--- src/rtl/stage_sequencer_pkg.sv ---
// Shared architecture definitions for the stage sequencer: stage/instruction-type macros,
// the matching enum, and instruction-class helpers.
`ifndef STAGE_SEQUENCER_ARCH_DEFINES
`define STAGE_SEQUENCER_ARCH_DEFINES
`define STAGE_WIDTH     [2:0]
`define STAGE_FETCH     3'd0
`define STAGE_DECODE    3'd1
`define STAGE_EXECUTE   3'd2
`define STAGE_MEMORY    3'd3
`define STAGE_WRITEBACK 3'd4
`define STAGE_HALTED    3'd5
`define INSTR_LOAD      5'd3
`define INSTR_STORE     5'd4
`define INSTR_HALT      5'd31
`endif

package stage_sequencer_pkg;

  typedef enum logic [2:0] {
    ST_FETCH     = `STAGE_FETCH,
    ST_DECODE    = `STAGE_DECODE,
    ST_EXECUTE   = `STAGE_EXECUTE,
    ST_MEMORY    = `STAGE_MEMORY,
    ST_WRITEBACK = `STAGE_WRITEBACK,
    ST_HALTED    = `STAGE_HALTED
  } stage_e;

  localparam logic [4:0] INSTR_LOAD  = `INSTR_LOAD;
  localparam logic [4:0] INSTR_STORE = `INSTR_STORE;
  localparam logic [4:0] INSTR_HALT  = `INSTR_HALT;

  function automatic logic is_mem_instr(input logic [4:0] instr_type);
    return (instr_type == INSTR_LOAD) || (instr_type == INSTR_STORE);
  endfunction

endpackage

--- src/rtl/stage_sequencer_pc_next.sv ---
// Next-PC selection: branch redirect or sequential step, always word aligned.
module pc_next_logic #(
  parameter logic [31:0] PC_INCREMENT = 32'd4
) (
  input  logic [31:0] pc,
  input  logic        branch_taken,
  input  logic [31:0] branch_target,
  output logic [31:0] pc_next
);

  logic [31:0] pc_raw;

  // Sequential step wraps naturally at 2^32.
  assign pc_raw  = branch_taken ? branch_target : (pc + PC_INCREMENT);
  assign pc_next = pc_raw & ~32'd3;

endmodule

--- src/rtl/stage_sequencer.sv ---
// Multi-cycle fetch/decode/execute/memory/writeback control FSM.
// Optional STAGE_SEQUENCER_PERF_COUNTERS_EN adds cycle_count and retired_count outputs.
module stage_sequencer
  import stage_sequencer_pkg::*;
#(
  parameter logic [31:0] RESET_PC     = 32'h0000_0000,
  parameter logic [31:0] PC_INCREMENT = 32'd4
) (
  input  logic              clk,
  input  logic              rst_n,
  input  logic [31:0]       mem_read_data,
  input  logic              mem_ready,
  input  logic [4:0]        current_instr_type,
  input  logic              branch_taken,
  input  logic [31:0]       branch_target,
  output logic `STAGE_WIDTH stage,
  output logic [31:0]       PC_value,
  output logic [31:0]       instr_reg,
  output logic [31:0]       load_data,
  output logic              halted
`ifdef STAGE_SEQUENCER_PERF_COUNTERS_EN
  ,
  output logic [31:0]       cycle_count,
  output logic [31:0]       retired_count
`endif
);

  stage_e      state_q;
  stage_e      state_d;
  logic [31:0] pc_next;
  logic        is_store;
  logic        is_halt;

  assign is_store = (current_instr_type == INSTR_STORE);
  assign is_halt  = (current_instr_type == INSTR_HALT);
  assign stage    = state_q;

  pc_next_logic #(
    .PC_INCREMENT (PC_INCREMENT)
  ) u_pc_next (
    .pc            (PC_value),
    .branch_taken  (branch_taken),
    .branch_target (branch_target),
    .pc_next       (pc_next)
  );

  always_comb begin
    state_d = state_q;
    case (state_q)
      ST_FETCH:     if (mem_ready) state_d = ST_DECODE;
      ST_DECODE:    state_d = ST_EXECUTE;
      ST_EXECUTE:   state_d = is_mem_instr(current_instr_type) ? ST_MEMORY : ST_WRITEBACK;
      // Stores take exactly one cycle so the write strobe downstream pulses once.
      ST_MEMORY:    if (is_store || mem_ready) state_d = ST_WRITEBACK;
      ST_WRITEBACK: state_d = is_halt ? ST_HALTED : ST_FETCH;
      ST_HALTED:    state_d = ST_HALTED;
      default:      state_d = ST_FETCH;
    endcase
  end

  always_ff @(posedge clk or negedge rst_n) begin
    if (!rst_n) begin
      state_q   <= ST_FETCH;
      PC_value  <= RESET_PC;
      instr_reg <= 32'd0;
      load_data <= 32'd0;
      halted    <= 1'b0;
    end else begin
      state_q <= state_d;
      if (state_q == ST_FETCH && mem_ready)
        instr_reg <= mem_read_data;
      if (state_q == ST_MEMORY && !is_store && mem_ready)
        load_data <= mem_read_data;
      // A HALT keeps its own address in the PC.
      if (state_q == ST_WRITEBACK) begin
        if (is_halt) halted   <= 1'b1;
        else         PC_value <= pc_next;
      end
    end
  end

`ifdef STAGE_SEQUENCER_PERF_COUNTERS_EN
  always_ff @(posedge clk or negedge rst_n) begin
    if (!rst_n) begin
      cycle_count   <= 32'd0;
      retired_count <= 32'd0;
    end else begin
      if (!halted)
        cycle_count <= cycle_count + 32'd1;
      if (state_q == ST_WRITEBACK)
        retired_count <= retired_count + 32'd1;
    end
  end
`endif

endmodule
--- config.mk ---
export PLATFORM = sky130hd
export DESIGN_NAME = stage_sequencer
export DESIGN_NICKNAME = d
export VERILOG_FILES = /design/src/rtl/stage_sequencer_pkg.sv /design/src/rtl/stage_sequencer_pc_next.sv /design/src/rtl/stage_sequencer.sv
export SDC_FILE = /design/constraint.sdc
export NUM_CORES = 1
export LEC_CHECK = 0
export BUFFER_PORTS_ARGS = -buffer_cell sky130_fd_sc_hd__buf_2
export CAP_MARGIN = 0
export CORE_MARGIN = 5
export CORE_UTILIZATION = 50
export CTS_CLUSTER_DIAMETER = 80
export CTS_CLUSTER_SIZE = 16
export DETAILED_ROUTE_END_ITERATION = 16
export GPL_TIMING_DRIVEN = 1
export PLACE_DENSITY = 0.8
export SETUP_SLACK_MARGIN = 0.1
export SYNTH_ARGS = -nofsm -noshare
export SYNTH_HDL_FRONTEND = slang
export SYNTH_HIERARCHICAL = 1
export SYNTH_SLANG_ARGS = --single-unit
export TNS_END_PERCENT = 1
--- constraint.sdc ---
create_clock -name clk -period 3.2 [get_ports clk]
set_clock_uncertainty 0.05 [all_clocks]
set_input_delay 0 -clock clk [delete_from_list [all_inputs] [get_ports clk]]
set_output_delay 0 -clock clk [all_outputs]
set_load 0.05 [all_outputs]
==> results list, run 1 <==
- Run status: complete, no violations
- HPWL after DPL: 8.55 mm
- CTS sink cnt: 100
- CTS Root Buffer Type: clkbuf_8
- Total number of yosys warnings: 6
- The max-slew violation total from the final report is 0.
* Clock latency reported for the late side of the worst-skew pair: 0.36 ns
- The floorplan step set the die height to 109 um.
- N_diodes: 0
* Clock Pin Slew Worst Setup and Hold Paths: 0.10 ns
- Share of the synthesized area in the top cell type: 0.513
- Post-CTS timing repair inserted 0 buffers for setup.
- After synthesis the cells add up to 4870 um^2.
- Std-Cell Core Area: 9640 um^2
- Along the worst hold path, the cell count comes to 4.
- At the pin with the least slew margin, the transition time is 0.836 ns.
- Counting cells, the worst reg-to-reg path comes to 6.
- Sequential share of the synthesized area: 0.513
- Summing all flip-flop and latch instances after layout gives roughly 2500 um^2.
- Total CTS buffers: 9
- Global-route usage over all layers: 0.236
- Per-instance average area after synthesis: 11.9 um^2
- After detailed routing, the average wire length per cell comes to between 15 and 20 um.
- The initial antenna violation count is 0.
- Summed over all failing endpoints, the final setup total negative slack is 0 ns.
- Commonest cells post-synth: dfrtp_1, mux2_2, mux2_1, nand2_1, o21ai_0
* Signal arrival time at the worst endpoint: about 2.9 ns
* Sum of routed wire segments on met1: 5.31 mm
- Unrepaired setup endpoints after global routing: no
* Pin count of the biggest net entering global routing: 67
* Largest fanout of any net on the critical path: 12
- Worst min path class: input port to flop
- The number of global-route vias before repair came to 4,414.
- Highest achievable clock rate: between 300 and 400 MHz
* Setup violators final: 0
- Worst max-slew margin expressed relative to the limit: 0.442
* DR pass1 iterations: 5
- In this run the static leakage power is 0.00303 uW.
- The worst setup path is launched from a flop.
- For this design the ratio of total power to cell area is 1160 nW/um^2.
* Vias: 4,162
- Full die area: 11,800 um^2
- After floorplanning, the core was divided into 36 placement rows.
* Stage delay of the slowest cell on the critical path: 0.66 ns
- I/O pin cnt: 173
- Initial detailed-routing violation count: 382
* Via density: 5.37
- Area Overhead vs Synth: 35.8%
- The critical path is of the flop to flop type.
- Maximum root-to-sink buffer count: 2
- The count of buffers added on input and output ports is 170.
* # DRC: 0
* Met2 Wirelength: 6.61 mm
- Peak supply drop: just under 0.9 mV
- Synthesis handed over a netlist of approximately 400 instances.
* Combined area of the multi-input logic cells: 2220 um^2
* Type of element capturing the critical path: flop
- Count of instances resized after the clock tree is built: 0
- Number of buffers inserted by hold repair at cts: 62
- Cell area after layout: 6620 um^2
- Fillcell total: 708
- The H-tree was split into 3 levels.
* Number of antenna-violating nets in the routed design: 0
- Wire length of the first global-routing pass: between 20 and 25 mm
- In this run, synthesis inferred 0 flip-flops with an integrated enable.
* Most frequently used flop master after synthesis: dfrtp_1
- Total number of nets in the final design: around 710
* Leading post-synthesis cells by cell area: dfrtp_1, mux2_2, mux2_1
- Traced cell by cell, the critical path runs through ha_1 -> nand3_1 -> or3_2 -> or4b_2 -> a31oi_1 -> mux2_2.
- Max-cap violations in this run came to 0.
- The total overflow left after global routing is 0.
* Number of distinct library cells after synthesis: 52
- Fraction of final layout cells sized beyond drive strength 1: 0.416
- At the end of routability-driven placement, the weighted congestion stood at 0.901.
- Critical-path top delay cell: or3_2
- Wire length after detailed routing: 13.3 mm
- Routed wire length on met3: 1.15 mm
* Proportion of synthesized flip-flops having asynchronous set or reset: 1.00
* Time the worst path needs with I/O delays and setup: 2.63 ns
- Clock tree from TritonCTS: done
- Initial Util: 0.506
* Top routing layer used: met4
- Die boundary width: approximately 110 um
* Data required time at the worst endpoint: 3.46 ns
- Placed inst area: 5810 um^2
- The total count of hold-check failures in the final report was 0.
* Util after Layout: 0.686
* Final Cycle Share: 0.823
- Top-count cell post-synth: dfrtp_1
- dfrtp_1 takes more of the synthesized area than any other cell.
- Counting flops and latches in the post-synthesis netlist gives 100.
## power breakdown
group          switching, uW  total [uW]  leakage (uW)  internal [uW]
sequential               571        2470       0.00121           1890
combinational           3160        4430       0.00173           1270
clock                    453         763     0.0000893            310
total                   4190        7660       0.00303           3470
## area by class of cell
class / count / share of cell area
sequential: 100 / 0.378
multi-input combinational: 281 / 0.336
timing repair buffer: 237 / 0.228
tap: 133 / 0.0252
clock buffer: 10 / 0.0208
clock inverter: 6 / 0.00700
inverter: 8 / 0.00454
## worst paths after layout
path | startpoint | endpoint | slack [ns]
max in group asynchronous | rst_n | instr_reg[25] | 2.08
min in group asynchronous | rst_n | PC_value[23] | 0.24
max reg2reg | PC_value[3] | PC_value[28] | 0.57
max | PC_value[3] | PC_value[28] | 0.57
min | branch_target[25] | PC_value[25] | 0.03
min reg2reg | halted | halted | 0.42
## logic make-up (layout without fill, tap and decap cells)
logic type	Yosys count	after routing	synth area share
buf+inv	29	261	0.0326
xor+xnor	14	14	0.0252
compound gates	54	54	0.0688
simple gates	113	113	0.132
other cells	1	2	0.000769
mux	97	97	0.224
flops	100	100	0.513
fa+ha+maj	1	1	0.00257
## stage by stage
stage          hold slack (ns)  worst slack, ns  power, uW  std cells
2_1_floorplan           -0.346            0.497       5750        410
3_3_place_gp            0.0930            0.647       6690        697
3_5_place_dp             0.111            0.614       6830        697
4_1_cts                0.00717            0.591       7660        775
5_1_grt                 0.0246            0.404       8070        775
6_report                0.0290            0.567       7660        775
## cells in the final DEF (no fill, tap or decap), drive strengths merged, types with 4 or more instances in the layout
cell,Yosys,final
mux2,97,97
a21oi,4,4
nand4,7,7
or3,7,7
nand3,16,16
dlygate4sd3,0,62
o21ai,25,25
nor2,19,19
buf,13,175
inv,8,10
nor3,7,7
dfrtp,100,100
xnor2,12,12
a31oi,9,9
nand2,28,28
clkbuf,8,10
nor4,5,5
or4,6,6
## routing by layer
metal,vias to the layer above,track usage
met4,0,0.0884
met3,22,0.0693
li1,1944,-
met1,2013,0.276
met5,-,0
met2,183,0.410
## worst max-delay path: cells and delay by family, from the launching register on
kind	cells	cell delay [ns]
AND/OR/NAND/NOR	3	1.52
AO/OA/AOI/OAI	1	0.18
multiplexers	1	0.16
flip-flops	1	0.44
adder cells (fa/ha/maj)	1	0.24
(Power assumes the default switching activity.)
==> run 2: changes to the inputs <==
==> constraint.sdc (replaced) <==
create_clock -name clk -period 2.6 [get_ports clk]
set_clock_uncertainty 0.05 [all_clocks]
set_input_delay 0 -clock clk [delete_from_list [all_inputs] [get_ports clk]]
set_output_delay 0 -clock clk [all_outputs]
set_load 0.05 [all_outputs]
==> results list, run 2 (synthesized netlist as in run 1, its figures left out) <==
* Placed inst area: 5940 um^2 (+2.3%)
- Unrepaired setup endpoints after global routing: no
* CTS Root Buffer Type: clkbuf_8
- STA classifies the critical path startpoint as a flop.
- The largest driver fanout on the critical path is 6 (-6).
- Global-route usage over all layers: 0.235 (-0.000373)
- The detailed-route via count is 4,194 (+0.77%).
- Setup slack of the critical path after layout: 0.214 ns (-0.353 ns)
- Worst max-slew margin expressed relative to the limit: 0.544 (+0.102)
- Final slew viol count: 0 (unchanged)
- The total number of clock tree sinks is 100 (unchanged).
- Maximum root-to-sink buffer count: 2 (unchanged)
* Initial detailed-routing violation count: 198 (-48%)
- The power density over the cells is 1430 nW/um^2 (+24%).
- The number of levels in the clock H-tree came to 3 (unchanged).
* Cell area after layout: 6730 um^2 (+1.7%)
- Pin count of the biggest net entering global routing: 52 (-22%)
- The buffers plus inverters on the worst setup path was 0 (unchanged).
* Startpoint of the lowest-slack register-to-register path: PC_value[2]
* Total number of nets in the final design: 718 (+0.98%)
- The fmax was 419 MHz (+10%).
* Clock tree from TritonCTS: done
- The vertical die dimension came to 109 um (unchanged).
- The clock-pin slew reported for the worst setup and hold paths after clock tree synthesis is 0.09 ns (about the same).
* DP Worst Slack: 0.146 ns (-0.468 ns)
* Routed wire per std cell: 17.3 um (+0.33%)
- Combined area of the multi-input logic cells: 2230 um^2 (+0.17%)
- The cell leakage power was 0.00307 uW (+1.2%).
* Signal arrival time at the worst endpoint: 2.63 ns (-0.26 ns)
- Type of element capturing the critical path: flop
- The ratio of cells with drive above 1 in the final layout came to 0.452 (+0.0363).
- Critical path start-end classification: flop to flop
- In this run the worst hold path is classified as input port to flop.
- Critical-path top delay cell: or4b_2
- Total CTS buffers: 9 (unchanged)
- Critical hold path startpoint: branch_target[21]
- The time the worst path needs with I/O delays and setup came to 2.39 ns (-0.247 ns).
- Data required time at the worst endpoint: 2.85 ns (-0.61 ns)
- The floorplan die area was 11,800 um^2 (unchanged).
- The flow ran to the end, and the final reports show no timing, DRC or antenna violations.
- Worst setup path startpoint: PC_value[2]
- The total area of sequential cells came to 2520 um^2 (+0.75%).
* Routability congestion estimate from global placement: 0.861 (-4.4%)
- The estimated wirelength of the detail-placed design was 9.01 mm (+5.4%).
- The highest ir drop seen on vdd came to 1.06 mV (+21%).
- Final Cycle Share: 0.918 (+0.0949)
- The global-route wire length before repair was 21.8 mm (-0.69%).
- I/O pin cnt: 173 (unchanged)
- The pin slew with the least headroom to its limit was 0.684 ns (-0.153 ns).
- Overall overflow remaining after global route: 0 (unchanged)
- Number of antenna-violating nets in the routed design: 0 (unchanged)
* Vias in the first global route: 4,482 (+1.5%)
- The number of I/O port buffers came to 170 (unchanged).
* Fillcell total: 699 (-1.3%)
- Most common cell after layout, fill and taps aside: buf_2
* Setup violators final: 0 (unchanged)
- The via density per instance came to 5.37 (about the same).
- From synthesis to final layout, the design area changed by 38.0%.
* Number of hold violations in the final report: 0 (unchanged)
- The number of maximum-capacitance constraint violations came to 0 (unchanged).
- Stage delay of the slowest cell on the critical path: 0.63 ns (-0.03 ns)
* DR pass1 iterations: 4 (-1)
- Die boundary width: 109 um (unchanged)
- Initial Util: 0.506 (unchanged)
- Most frequent cells in the layout: buf_2, dfrtp_1, mux2_2
* Std-Cell Core Area: 9640 um^2 (unchanged)
- # DRC: 0 (unchanged)
* CP delay by family, top: simple AND/OR/NAND/NOR gates
* Site row count: 36 (unchanged)
- The initial antenna violation count is 0 (unchanged).
- N_diodes: 0 (unchanged)
- The clock latency on the worst-skew pair came to 0.36 ns (about the same).
* Wire length after detailed routing: 13.5 mm (+1.1%)
- CP Cell Sequence: ha_1 -> nand3_1 -> or3_2 -> or4b_2 -> a31oi_1 -> mux2_2
==> run 2: cell types whose count changed in the layout (fill, tap and decap cells not counted), moves of 2 or more <==
cell / previous run / this run
buf_12: 0 / 2
buf_4: 6 / 16
dfrtp_1: 100 / 85
dfrtp_2: 0 / 15
dlygate4sd3_1: 62 / 57
==> run 2: path summary, 6_finish.rpt <==
kind,to,slack (ns),cells after the start
worst max-delay path,PC_value[28],0.21,6
worst min-delay path,PC_value[21],0.02,4
worst max register to register,PC_value[28],0.21,6
worst min register to register,load_data[30],0.44,1
max in group asynchronous,PC_value[29],1.62,3
min in group asynchronous,PC_value[21],0.16,2
==> run 2: final cells by class <==
class	count	share of cell area
clock buffer	11	0.0225
clock inverter	4	0.00818
inverter	8	0.00446
multi-input combinational	281	0.331
sequential	100	0.375
tap	133	0.0247
timing repair buffer	244	0.234
==> run 2: layer usage <==
layer	global-route usage	up-vias	wire length [um]
met2	0.417	172	6900
met1	0.272	2047	5350
li1	-	1954	-
met5	0	-	0
met4	0.0812	0	182
met3	0.0669	21	1040
==> run 2: timing repair <==
action	CTS	global route
hold buffers	57	0
endpoints found under the hold margin	139	0
setup endpoints to repair	0	3
buffers inserted	0	0
resized for setup	0	3
==> run 2: metrics by stage <==
step                TNS, ns  hold slack [ns]  cells  utilization  power [uW]
detailed placement        0           0.0323    709        0.617        8520
global placement          0           0.0255    709        0.617        8350
floorplan           -0.0421           -0.346    410            -        7100
global route              0           0.0229    781        0.698       10100
CTS                       0          0.00314    781        0.697        9630
finish                    0           0.0245    781        0.698        9630
==> run 2: report_power, final <==
part           internal [uW]  leakage [uW]  switching, uW
Combinational           1620       0.00178           3960
Clock                    500      0.000102            526
Sequential              2360       0.00119            657
Total                   4480       0.00307           5150
==> run 2: worst reg2reg max path, cell delays in order (launching register included) <==
cell     delay [ns]
dfrtp_2        0.41
ha_1           0.21
nand3_1        0.10
or3_2          0.57
or4b_2         0.63
a31oi_1        0.20
mux2_2         0.17
==> run 3: changes to the inputs <==
--- a/config.mk
+++ b/config.mk
@@ -13,7 +13,7 @@
 export CTS_CLUSTER_SIZE = 16
 export DETAILED_ROUTE_END_ITERATION = 16
 export GPL_TIMING_DRIVEN = 1
-export PLACE_DENSITY = 0.8
+export PLACE_DENSITY_LB_ADDON = 0.15
 export SETUP_SLACK_MARGIN = 0.1
 export SYNTH_ARGS = -nofsm -noshare
 export SYNTH_HDL_FRONTEND = slang
==> results list, run 3 (synthesized netlist as in run 1, its figures left out) <==
- From synthesis to final layout, the design area changed by 39.8%.
* Util after Layout: 0.707 (+0.00922)
- Final slew viol count: 0 (unchanged)
* Clock latency reported for the late side of the worst-skew pair: 0.36 ns (about the same)
* Register area: 2520 um^2 (about the same)
- N_diodes: 0 (unchanged)
* # DRC: 0 (unchanged)
- The multi-input combinational cell area came to 2230 um^2 (unchanged).
- Unrepaired setup endpoints after global routing: no
* Overall overflow remaining after global route: 0 (unchanged)
* Worst Tran Pin Value: 0.591 ns (-0.0931 ns)
* I/O pin cnt: 173 (unchanged)
- # Max-Cap Violations: 0 (unchanged)
* Number of antenna-violating nets in the routed design: 0 (unchanged)
* Global-route usage over all layers: 0.221 (-0.0144)
- The total number of placement rows was 36 (unchanged).
- Worst reg2reg path depth: 6 (unchanged)
- The ratio of cells with drive above 1 in the final layout is 0.450 (-0.00247).
* Height of the die: 109 um (unchanged)
- CTS sink cnt: 100 (unchanged)
* Post-Route Hold Slack: 0.0171 ns (-0.00739 ns)
- The number of buffers created by CTS is 9 (unchanged).
* Signal arrival time at the worst endpoint: 2.64 ns (about the same)
- Number of hold violations in the final report: 0 (unchanged)
* Power density of the placed cells: 1430 nW/um^2 (about the same)
* Power share of the sequential group: 0.304 (-0.009)
- The global-route wire length before repair was 20.5 mm (-5.7%).
* Pin count of the biggest net entering global routing: 59 (+13%)
- Initial detailed-routing violation count: 207 (+4.5%)
- Startpoint kind of the worst setup timing path: flop
- The chip width is 109 um (unchanged).
- Fillcell total: 728 (+4.1%)
* Maximum root-to-sink buffer count: 2 (unchanged)
- Hold Path Stages: 4 (unchanged)
* Most common cell after layout, fill and taps aside: buf_2
* Highest achievable clock rate: 419 MHz (about the same)
- The floorplan die area was 11,800 um^2 (unchanged).
- The part of the total power dissipated in the clock network was 0.123 (+0.016).
- The number of setup violations in the final report was 0 (unchanged).
* Clock Pin Slew Worst Setup and Hold Paths: 0.10 ns (about the same)
- The critical path is of the flop to flop type.
- The core footprint is 9640 um^2 (unchanged).
- The routed length per placed instance came to 16.0 um (-7.0%).
- The via density per instance is 5.23 (-2.5%).
- The internal power contribution came to 4640 uW (+3.5%).
- Largest fanout of any net on the critical path: 6 (unchanged)
- The switching component of the power is 5110 uW (-0.71%).
- The run finished with clean final reports.
- DR pass1 iterations: 5 (+1)
* Total number of nets in the final design: 725 (+0.97%)
* Static leakage: 0.00311 uW (+1.5%)
* Peak supply drop: 1.10 mV (+3.5%)
- Vias in the first global route: 4,179 (-6.8%)
- The time the worst path needs with I/O delays and setup was 2.39 ns (+0.00137 ns).
* CTS Root Buffer Type: clkbuf_8
- Worst min path class: input port to flop
- Count of input and output buffers: 170 (unchanged)
- The share of total power consumed by net switching was 0.524 (-0.0105).
- Wire length after detailed routing: 12.7 mm (-6.0%)
- TritonCTS built the clock tree.
- H-tree depth reported by CTS: 3 (unchanged)
* Type of element capturing the critical path: flop
* Antenna violations before repair: 0 (unchanged)
- The initial standard-cell utilization of the core is 0.506 (unchanged).
- HPWL after DPL: 8.67 mm (-3.8%)
- Vias: 4,130 (-1.5%)
- Most frequent cells in the layout: buf_2, dfrtp_1, mux2_2
- Data required time at the worst endpoint: 2.85 ns (about the same)
- Routability congestion estimate from global placement: 0.862 (+0.16%)
* Share of total power in combinational logic: 0.574 (-0.006)
- The portion of the clock cycle consumed by the worst path in the final layout came to 0.918 (about the same).
- The worst slew margin relative to its limit was 0.606 (+0.0621).
==> run 3: changes by cell type in the layout (fill, tap and decap cells not counted) <==
cell           before  now
inv_6               2    1
dfrtp_2            15   13
dfrtp_1            85   87
clkinv_4            0    2
buf_12              2    1
bufinv_16           1    3
clkbuf_8           11    9
buf_4              16   20
dlygate4sd3_1      57   61
==> run 3: layout make-up <==
class,instances,area share
clock buffers,9,0.0182
clock inverters,7,0.0182
inverters,8,0.00441
multi-input cells,281,0.327
flip-flops and latches,100,0.370
well taps,133,0.0244
repair buffers,251,0.239
==> run 3: metrics by stage <==
| stage | area (um^2) | std cells | total power [uW] | setup TNS, ns | worst slack, ns |
|---|---|---|---|---|---|
| 6_report | 6820 | 789 | 9750 | 0 | 0.213 |
| 3_3_place_gp | 5950 | 712 | 8400 | 0 | 0.211 |
| 2_1_floorplan | 4890 | 410 | 7100 | -0.0421 | -0.0421 |
| 3_5_place_dp | 5950 | 712 | 8520 | 0 | 0.189 |
| 4_1_cts | 6810 | 789 | 9820 | 0 | 0.176 |
| 5_1_grt | 6820 | 789 | 10300 | 0 | 0.105 |
==> run 3: critical path, stage by stage, from the launching register on <==
cell	delay [ns]
dfrtp_2	0.43
ha_1	0.22
nand3_1	0.12
or3_2	0.54
or4b_2	0.62
a31oi_1	0.19
mux2_2	0.16
==> run 3: layer usage <==
layer  routed length, um  track usage
met2                6240        0.374
met4                 265       0.0830
met3                 999       0.0539
met5                   0            0
met1                5160        0.274
==> run 3: path summary, 6_finish.rpt <==
check	startpoint	end	slack (ns)
min reg2reg	halted	halted	0.43
max in group asynchronous	rst_n	instr_reg[19]	1.66
max reg2reg	PC_value[2]	PC_value[28]	0.21
min	current_instr_type[4]	stage[0]	0.02
min in group asynchronous	rst_n	PC_value[22]	0.11
max	PC_value[2]	PC_value[28]	0.21
==> run 3: what timing repair did <==
action                     4_1_cts  5_1_grt
hold buffers                    61        0
buffers inserted                 0        0
setup endpoints to repair        0        2
gates resized for setup          0        1
hold endpoints to repair       134        0
==> run 3: power by group through the flow <==
| stage | clock [uW] | sequential (uW) | combinational (uW) |
|---|---|---|---|
| floorplan | 0 | 5700 | 1400 |
| global placement | 0 | 2920 | 5480 |
| detailed placement | 0 | 2980 | 5550 |
| CTS | 1230 | 2960 | 5630 |
| global route | 1300 | 3080 | 5880 |
| finish | 1200 | 2960 | 5590 |
